**src/rtl/viterbi_frame_ctrl_if.sv**
```systemverilog
// Viterbi frame controller bus.
// Groups the symbol handshake, ACS controls, survivor-memory addressing,
// traceback controls and the decoded-bit output handshake.
//   master : the frame controller (drives SYM_READY, ACS_*, SM_*, TB_START,
//            TB_EN, OUT_BIT, OUT_VALID, BUSY, FRAME_DONE)
//   slave  : the surrounding datapath / upstream / downstream (drives
//            SYM_VALID, TB_BIT, OUT_READY)
interface viterbi_frame_ctrl_if #(
    parameter int AW = 5
);
    logic          SYM_VALID;
    logic          SYM_READY;
    logic          ACS_EN;
    logic          ACS_CLR;
    logic          SM_WE;
    logic [AW-1:0] SM_WADDR;
    logic [AW-1:0] SM_RADDR;
    logic          TB_START;
    logic          TB_EN;
    logic          TB_BIT;
    logic          OUT_BIT;
    logic          OUT_VALID;
    logic          OUT_READY;
    logic          BUSY;
    logic          FRAME_DONE;

    modport master (
        input  SYM_VALID, TB_BIT, OUT_READY,
        output SYM_READY, ACS_EN, ACS_CLR, SM_WE, SM_WADDR, SM_RADDR,
               TB_START, TB_EN, OUT_BIT, OUT_VALID, BUSY, FRAME_DONE
    );

    modport slave (
        output SYM_VALID, TB_BIT, OUT_READY,
        input  SYM_READY, ACS_EN, ACS_CLR, SM_WE, SM_WADDR, SM_RADDR,
               TB_START, TB_EN, OUT_BIT, OUT_VALID, BUSY, FRAME_DONE
    );
endinterface

```
**src/rtl/viterbi_frame_ctrl.sv**
```systemverilog
// Viterbi decoder frame sequencer.
// Accepts FRAME_LEN symbol pairs (driving ACS enable/clear and survivor
// writes), runs traceback over the whole frame from the last stage down to
// stage 0, buffers the reverse-order decoded bits and then emits them in
// forward order, dropping the TAIL termination bits.
// Ports:
//   CLOCK : rising-edge clock
//   RESET : asynchronous active-low reset (aborts any frame in flight)
//   bus   : viterbi_frame_ctrl_if.master, all handshake / control signals
module viterbi_frame_ctrl #(
    parameter int FRAME_LEN = 32,
    parameter int AW        = 5,
    parameter int TAIL      = 2
) (
    input  logic                    CLOCK,
    input  logic                    RESET,
    viterbi_frame_ctrl_if.master    bus
);

    localparam logic [1:0] S_IDLE = 2'd0;
    localparam logic [1:0] S_ACS  = 2'd1;
    localparam logic [1:0] S_TB   = 2'd2;
    localparam logic [1:0] S_OUT  = 2'd3;

    localparam logic [AW-1:0] LAST_ADDR = AW'(FRAME_LEN - 1);
    localparam logic [AW-1:0] LAST_OUT  = AW'(FRAME_LEN - TAIL - 1);

    logic [1:0]           state_q;
    logic [AW-1:0]        wcnt_q;
    logic [AW-1:0]        rcnt_q;
    logic [AW-1:0]        ocnt_q;
    logic                 tb_last_q;   // final TB cycle: no step, only capture
    logic                 cap_vld_q;   // TB_EN of the previous cycle
    logic [AW-1:0]        cap_addr_q;  // stage address of the previous TB_EN
    logic [FRAME_LEN-1:0] bit_buf_q;

    logic sym_hs;
    logic sym_acc;
    logic out_hs;
    logic tb_en;

    assign bus.SYM_READY = (state_q == S_IDLE) || (state_q == S_ACS);
    assign sym_hs        = bus.SYM_VALID & bus.SYM_READY;
    // RESET gates the datapath strobes so nothing fires while reset is held,
    // even with a symbol waiting upstream.
    assign sym_acc       = sym_hs & RESET;

    assign bus.ACS_EN    = sym_acc;
    assign bus.SM_WE     = sym_acc;
    assign bus.ACS_CLR   = sym_acc & (state_q == S_IDLE);
    assign bus.SM_WADDR  = (state_q == S_ACS) ? wcnt_q : '0;

    assign tb_en         = (state_q == S_TB) & ~tb_last_q;
    assign bus.TB_EN     = tb_en;
    // rcnt only equals the last stage on entry to traceback
    assign bus.TB_START  = tb_en & (rcnt_q == LAST_ADDR);
    assign bus.SM_RADDR  = tb_en ? rcnt_q : '0;

    assign bus.OUT_VALID  = (state_q == S_OUT);
    assign bus.OUT_BIT    = bus.OUT_VALID & bit_buf_q[ocnt_q];
    assign out_hs         = bus.OUT_VALID & bus.OUT_READY;
    assign bus.FRAME_DONE = out_hs & (ocnt_q == LAST_OUT);
    assign bus.BUSY       = (state_q != S_IDLE);

    always_ff @(posedge CLOCK or negedge RESET) begin
        if (!RESET) begin
            state_q    <= S_IDLE;
            wcnt_q     <= '0;
            rcnt_q     <= '0;
            ocnt_q     <= '0;
            tb_last_q  <= 1'b0;
            cap_vld_q  <= 1'b0;
            cap_addr_q <= '0;
            bit_buf_q  <= '0;
        end else begin
            // TB_BIT answers the TB_EN of the previous cycle
            cap_vld_q  <= tb_en;
            cap_addr_q <= rcnt_q;
            if (cap_vld_q) begin
                bit_buf_q[cap_addr_q] <= bus.TB_BIT;
            end

            case (state_q)
                S_IDLE: begin
                    if (sym_hs) begin
                        state_q <= S_ACS;
                        wcnt_q  <= AW'(1);
                    end
                end
                S_ACS: begin
                    if (sym_hs) begin
                        if (wcnt_q == LAST_ADDR) begin
                            state_q   <= S_TB;
                            wcnt_q    <= '0;
                            rcnt_q    <= LAST_ADDR;
                            tb_last_q <= 1'b0;
                        end else begin
                            wcnt_q <= wcnt_q + AW'(1);
                        end
                    end
                end
                S_TB: begin
                    if (tb_last_q) begin
                        state_q   <= S_OUT;
                        tb_last_q <= 1'b0;
                        ocnt_q    <= '0;
                    end else if (rcnt_q == '0) begin
                        tb_last_q <= 1'b1;
                    end else begin
                        rcnt_q <= rcnt_q - AW'(1);
                    end
                end
                default: begin  // S_OUT
                    if (out_hs) begin
                        if (ocnt_q == LAST_OUT) begin
                            state_q <= S_IDLE;
                            ocnt_q  <= '0;
                        end else begin
                            ocnt_q <= ocnt_q + AW'(1);
                        end
                    end
                end
            endcase
        end
    end

endmodule

```
**src/flat_wrapper.sv**
```systemverilog
// flat-port wrapper written by rule: the top's interface ports become plain ports
module viterbi_frame_ctrl_flat 
#(
    parameter int FRAME_LEN = 32,
    parameter int AW        = 5,
    parameter int TAIL      = 2
)
  (CLOCK, RESET, bus_SYM_VALID, bus_TB_BIT, bus_OUT_READY, bus_SYM_READY, bus_ACS_EN, bus_ACS_CLR, bus_SM_WE, bus_SM_WADDR, bus_SM_RADDR, bus_TB_START, bus_TB_EN, bus_OUT_BIT, bus_OUT_VALID, bus_BUSY, bus_FRAME_DONE);
  viterbi_frame_ctrl_if #(.AW(AW)) bus_i ();
  input  logic CLOCK;
  input  logic RESET;
  input wire logic [$bits(bus_i.SYM_VALID)-1:0] bus_SYM_VALID;
  input wire logic [$bits(bus_i.TB_BIT)-1:0] bus_TB_BIT;
  input wire logic [$bits(bus_i.OUT_READY)-1:0] bus_OUT_READY;
  output wire logic [$bits(bus_i.SYM_READY)-1:0] bus_SYM_READY;
  output wire logic [$bits(bus_i.ACS_EN)-1:0] bus_ACS_EN;
  output wire logic [$bits(bus_i.ACS_CLR)-1:0] bus_ACS_CLR;
  output wire logic [$bits(bus_i.SM_WE)-1:0] bus_SM_WE;
  output wire logic [$bits(bus_i.SM_WADDR)-1:0] bus_SM_WADDR;
  output wire logic [$bits(bus_i.SM_RADDR)-1:0] bus_SM_RADDR;
  output wire logic [$bits(bus_i.TB_START)-1:0] bus_TB_START;
  output wire logic [$bits(bus_i.TB_EN)-1:0] bus_TB_EN;
  output wire logic [$bits(bus_i.OUT_BIT)-1:0] bus_OUT_BIT;
  output wire logic [$bits(bus_i.OUT_VALID)-1:0] bus_OUT_VALID;
  output wire logic [$bits(bus_i.BUSY)-1:0] bus_BUSY;
  output wire logic [$bits(bus_i.FRAME_DONE)-1:0] bus_FRAME_DONE;
  assign bus_i.SYM_VALID = bus_SYM_VALID;
  assign bus_i.TB_BIT = bus_TB_BIT;
  assign bus_i.OUT_READY = bus_OUT_READY;
  assign bus_SYM_READY = bus_i.SYM_READY;
  assign bus_ACS_EN = bus_i.ACS_EN;
  assign bus_ACS_CLR = bus_i.ACS_CLR;
  assign bus_SM_WE = bus_i.SM_WE;
  assign bus_SM_WADDR = bus_i.SM_WADDR;
  assign bus_SM_RADDR = bus_i.SM_RADDR;
  assign bus_TB_START = bus_i.TB_START;
  assign bus_TB_EN = bus_i.TB_EN;
  assign bus_OUT_BIT = bus_i.OUT_BIT;
  assign bus_OUT_VALID = bus_i.OUT_VALID;
  assign bus_BUSY = bus_i.BUSY;
  assign bus_FRAME_DONE = bus_i.FRAME_DONE;
  viterbi_frame_ctrl #(.FRAME_LEN(FRAME_LEN), .AW(AW), .TAIL(TAIL)) u_core (.CLOCK(CLOCK), .RESET(RESET), .bus(bus_i));
endmodule
```
**config.mk**
```make
export PLATFORM = sky130hd
export DESIGN_NAME = viterbi_frame_ctrl_flat
export DESIGN_NICKNAME = d
export VERILOG_FILES = /design/src/rtl/viterbi_frame_ctrl_if.sv /design/src/rtl/viterbi_frame_ctrl.sv /design/src/flat_wrapper.sv
export SDC_FILE = /design/constraint.sdc
export NUM_CORES = 1
export LEC_CHECK = 0
export ABC_AREA = 1
export CORE_MARGIN = 2
export CORE_UTILIZATION = 30
export DETAILED_ROUTE_END_ITERATION = 10
export PLACE_DENSITY = 0.58
export SLEW_MARGIN = 10
export SYNTH_ARGS = -nofsm -noshare
export SYNTH_HDL_FRONTEND = slang
export SYNTH_SLANG_ARGS = --single-unit
```
**constraint.sdc**
```tcl
create_clock -name CLOCK -period 2.7 [get_ports CLOCK]
set_clock_uncertainty 0.05 [all_clocks]
set_input_delay 0.27 -clock CLOCK [delete_from_list [all_inputs] [get_ports CLOCK]]
set_output_delay 0.27 -clock CLOCK [all_outputs]
set_load 0.005 [all_outputs]
```
==> results.toml <==
[grt]
overflow = 0
grt_pass1_vias = 2548
grt_usage_pct = 14.0
grt_pass1_wl_um = 12500
grt_max_degree = 57
antenna_found_initial = 0

[logic_synthesis]
synth_top_area_cell = "dfrtp_1"
yosys_register_bits = 56
yosys.area.top_type_share_pct = 45.8
synthCells = 388
yosysWarnings = 0
syn_area_per_cell_um2 = 7.88
seq_area_frac_synth_pct = 45.8
synth_area_leaders = "dfrtp_1 (46%), nand2_1 (8.6%), inv_1 (6.6%)"
synth_cell_type_count = 27
synth_nets = 403
netlist_area_mm2 = 0.00306

[clock_network]
cts_sinks = 56
worstSkewPairLatency_ns = 0.31
numCtsBuffers = 5
root_buffer = "clkbuf_8"
cts_tree = "yes"
ctsHtreeMaxLevel = 2
cts_buffer_depth = 2
clk_pin_slew_worst_paths_ns = 0.10

[power_and_ir_drop]
peakVddDrop_mv = 0.424
p_sw_share_pct = 42.7
leakage_nw = 1.66
power_frac_seq_pct = 37.7
p_sw_mw = 1.43
pwr-share-clk_pct = 14.8
power_density_mw_per_mm2 = 932
internal_power_mw = 1.92
p_comb_share_pct = 47.5
p_total_mw = 3.35

[run]
maxCapViolCount = 0

[final_layout]
layout_commonest_cell = "nand2_1"
syn2layout_area_growth_pct = 17.5
num-fill-cells = 1072
multiInputGateArea_mm2 = 0.00138
final_cell_mix = "nand2_1 (70), dfrtp_1 (56), inv_1 (53)"
layout.nets = 431
diodes = 0
drive_gt1_share_pct = 8.89
register_area_mm2 = 0.00140

[drt]
wirelength_um = 7170
dr.pass1.iters = 4
drc_errors = 0
vias = 2585
viasPerCell = 4.71
routedWlPerCell_um = 13.1
drt_iter0_drc = 172
drtAntennaViolNets = 0

[sta]
finalCritPeriodShare_pct = 93.2
slew_headroom_pct = 51.8
rsz0062_at_grt = "false"
worst_pin_slew_ns = 0.723
fin_ws_ns = 0.183
finalHoldViolCount = 0
fmax_mhz = 397
fin_setup_tns_ns = 0
slew_violations = 0
setup_viol = 0
min_period_ns = 2.52

[placed_design]
portBuffers = 24
dpl_worst_slack_ns = 0.243
hpwlAfterDp_um = 4940
gp_congestion = 0.826

[floorplanning]
core.rowCount = 36
die_w_um = 105
chipHeight_um = 105
ios = 25
initial_utilization_pct = 31.2
dieArea_mm2 = 0.0110
core_mm2 = 0.00982

[worst_setup_path]
ff2ff_path_depth = 7
path_class = "reg2out"
crit_arrival_ns = 2.20
cp.required_ns = 2.38
critical_path_peak_fanout = 12
end_kind = "output port"
start_kind = "register"

[hold_path]
hold_class = "in2async"

[outcome]
outcome = "complete, no violations"
-- synth_stat cells --
| master | instances |
|---|---|
| nor4_1 | 1 |
| dfrtp_1 | 56 |
| nor2_2 | 2 |
| buf_1 | 1 |
| nand4_1 | 1 |
| buf_4 | 1 |
| buf_2 | 5 |
| nor2_1 | 40 |
| inv_2 | 4 |
| clkinv_1 | 1 |
| a31oi_1 | 30 |
| nor3_2 | 1 |
| o22ai_1 | 2 |
| nand2_1 | 70 |
| inv_4 | 2 |
| nor3_1 | 8 |
| nor3_4 | 7 |
| a21oi_1 | 36 |
| o21bai_1 | 1 |
| o211ai_1 | 1 |
| ha_1 | 10 |
| o21ai_1 | 1 |
| nand3b_1 | 1 |
| clkbuf_1 | 6 |
| o21ai_0 | 16 |
| nand3_1 | 30 |
| inv_1 | 54 |
-- per-stage QoR --
step                      cell area (um2)  util, %  hold WS, ns  instances
final                                3600     36.6        0.139        549
after detailed placement             3450     35.2        0.377        539
after global routing                 3600     36.6        0.204        549
after floorplan                      3060        -      -0.0756        388
after CTS                            3550     36.2        0.172        546
after global placement               3450     35.2        0.361        539
-- power groups by stage --
stage	logic (mW)	registers (mW)	clock network (mW)
2_1_floorplan	1.04	1.22	0
3_3_place_gp	1.53	1.26	0
3_5_place_dp	1.54	1.27	0
4_1_cts	1.55	1.25	0.519
5_1_grt	1.82	1.30	0.553
6_report	1.59	1.26	0.497
-- worst max-delay path, stage by stage, from the launching register on --
cell and delay (ns):
dfrtp_1 0.42, clkinvlp_4 0.25, nand2_1 0.13, nand3_1 0.07, a21oi_1 0.22, nor2_1 0.06, nand2_1 0.06, nand2_1 0.04
nor2_1 0.11, clkdlybuf4s50_1 0.52
-- state kept, by name, indices dropped and copies added, names as in the netlist --
register	count
u_core.ocnt_q	5
u_core.tb_last_q	1
u_core.rcnt_q	5
u_core.bit_buf_q	32
u_core.wcnt_q	5
u_core.cap_vld_q	1
u_core.cap_addr_q	5
u_core.state_q	2
-- cell type report --
type,instances,area share (%)
tap,133,4.63
multi-input combinational,258,38.4
sequential,56,39.0
clock buffer,7,2.68
timing repair buffer,34,8.73
inverter,61,6.61
-- final timing paths --
kind	end	startpoint	slack, ns
min in group CLOCK	u_core.cap_addr_q[2]	u_core.rcnt_q[2]	0.40
setup reg to reg	u_core.ocnt_q[4]	u_core.state_q[0]	0.64
hold / removal	u_core.bit_buf_q[8]	RESET	0.14
setup / recovery	bus_OUT_BIT	u_core.ocnt_q[0]	0.18
hold reg to reg	u_core.cap_addr_q[2]	u_core.rcnt_q[2]	0.40
max in group asynchronous	u_core.ocnt_q[2]	RESET	1.98
-- what timing repair did --
action / CTS / global route
setup endpoints to repair: 3 / 4
buffers inserted: 0 / 3
resized for setup: 1 / 4
hold buffers: 0 / 0
-- routing by layer --
metal / wire length, um / share of wire (%) / track usage [%]
met1: 3610 / 50 / 19.5
met2: 3110 / 43 / 21.9
met3: 304 / 4.2 / 2.50
met4: 139 / 1.9 / 4.48
met5: 0 / 0 / 0
-- logic make-up after synthesis --
logic type               count (synthesis)  share of synthesized area [%]
flip-flops                              56                           45.8
buffers and inverters                   74                           9.57
adder cells (fa/ha/maj)                 10                           4.09
AND/OR/NAND/NOR                        161                           24.8
AO/OA/AOI/OAI                           87                           15.7
Power figures use the tool's default switching activity.
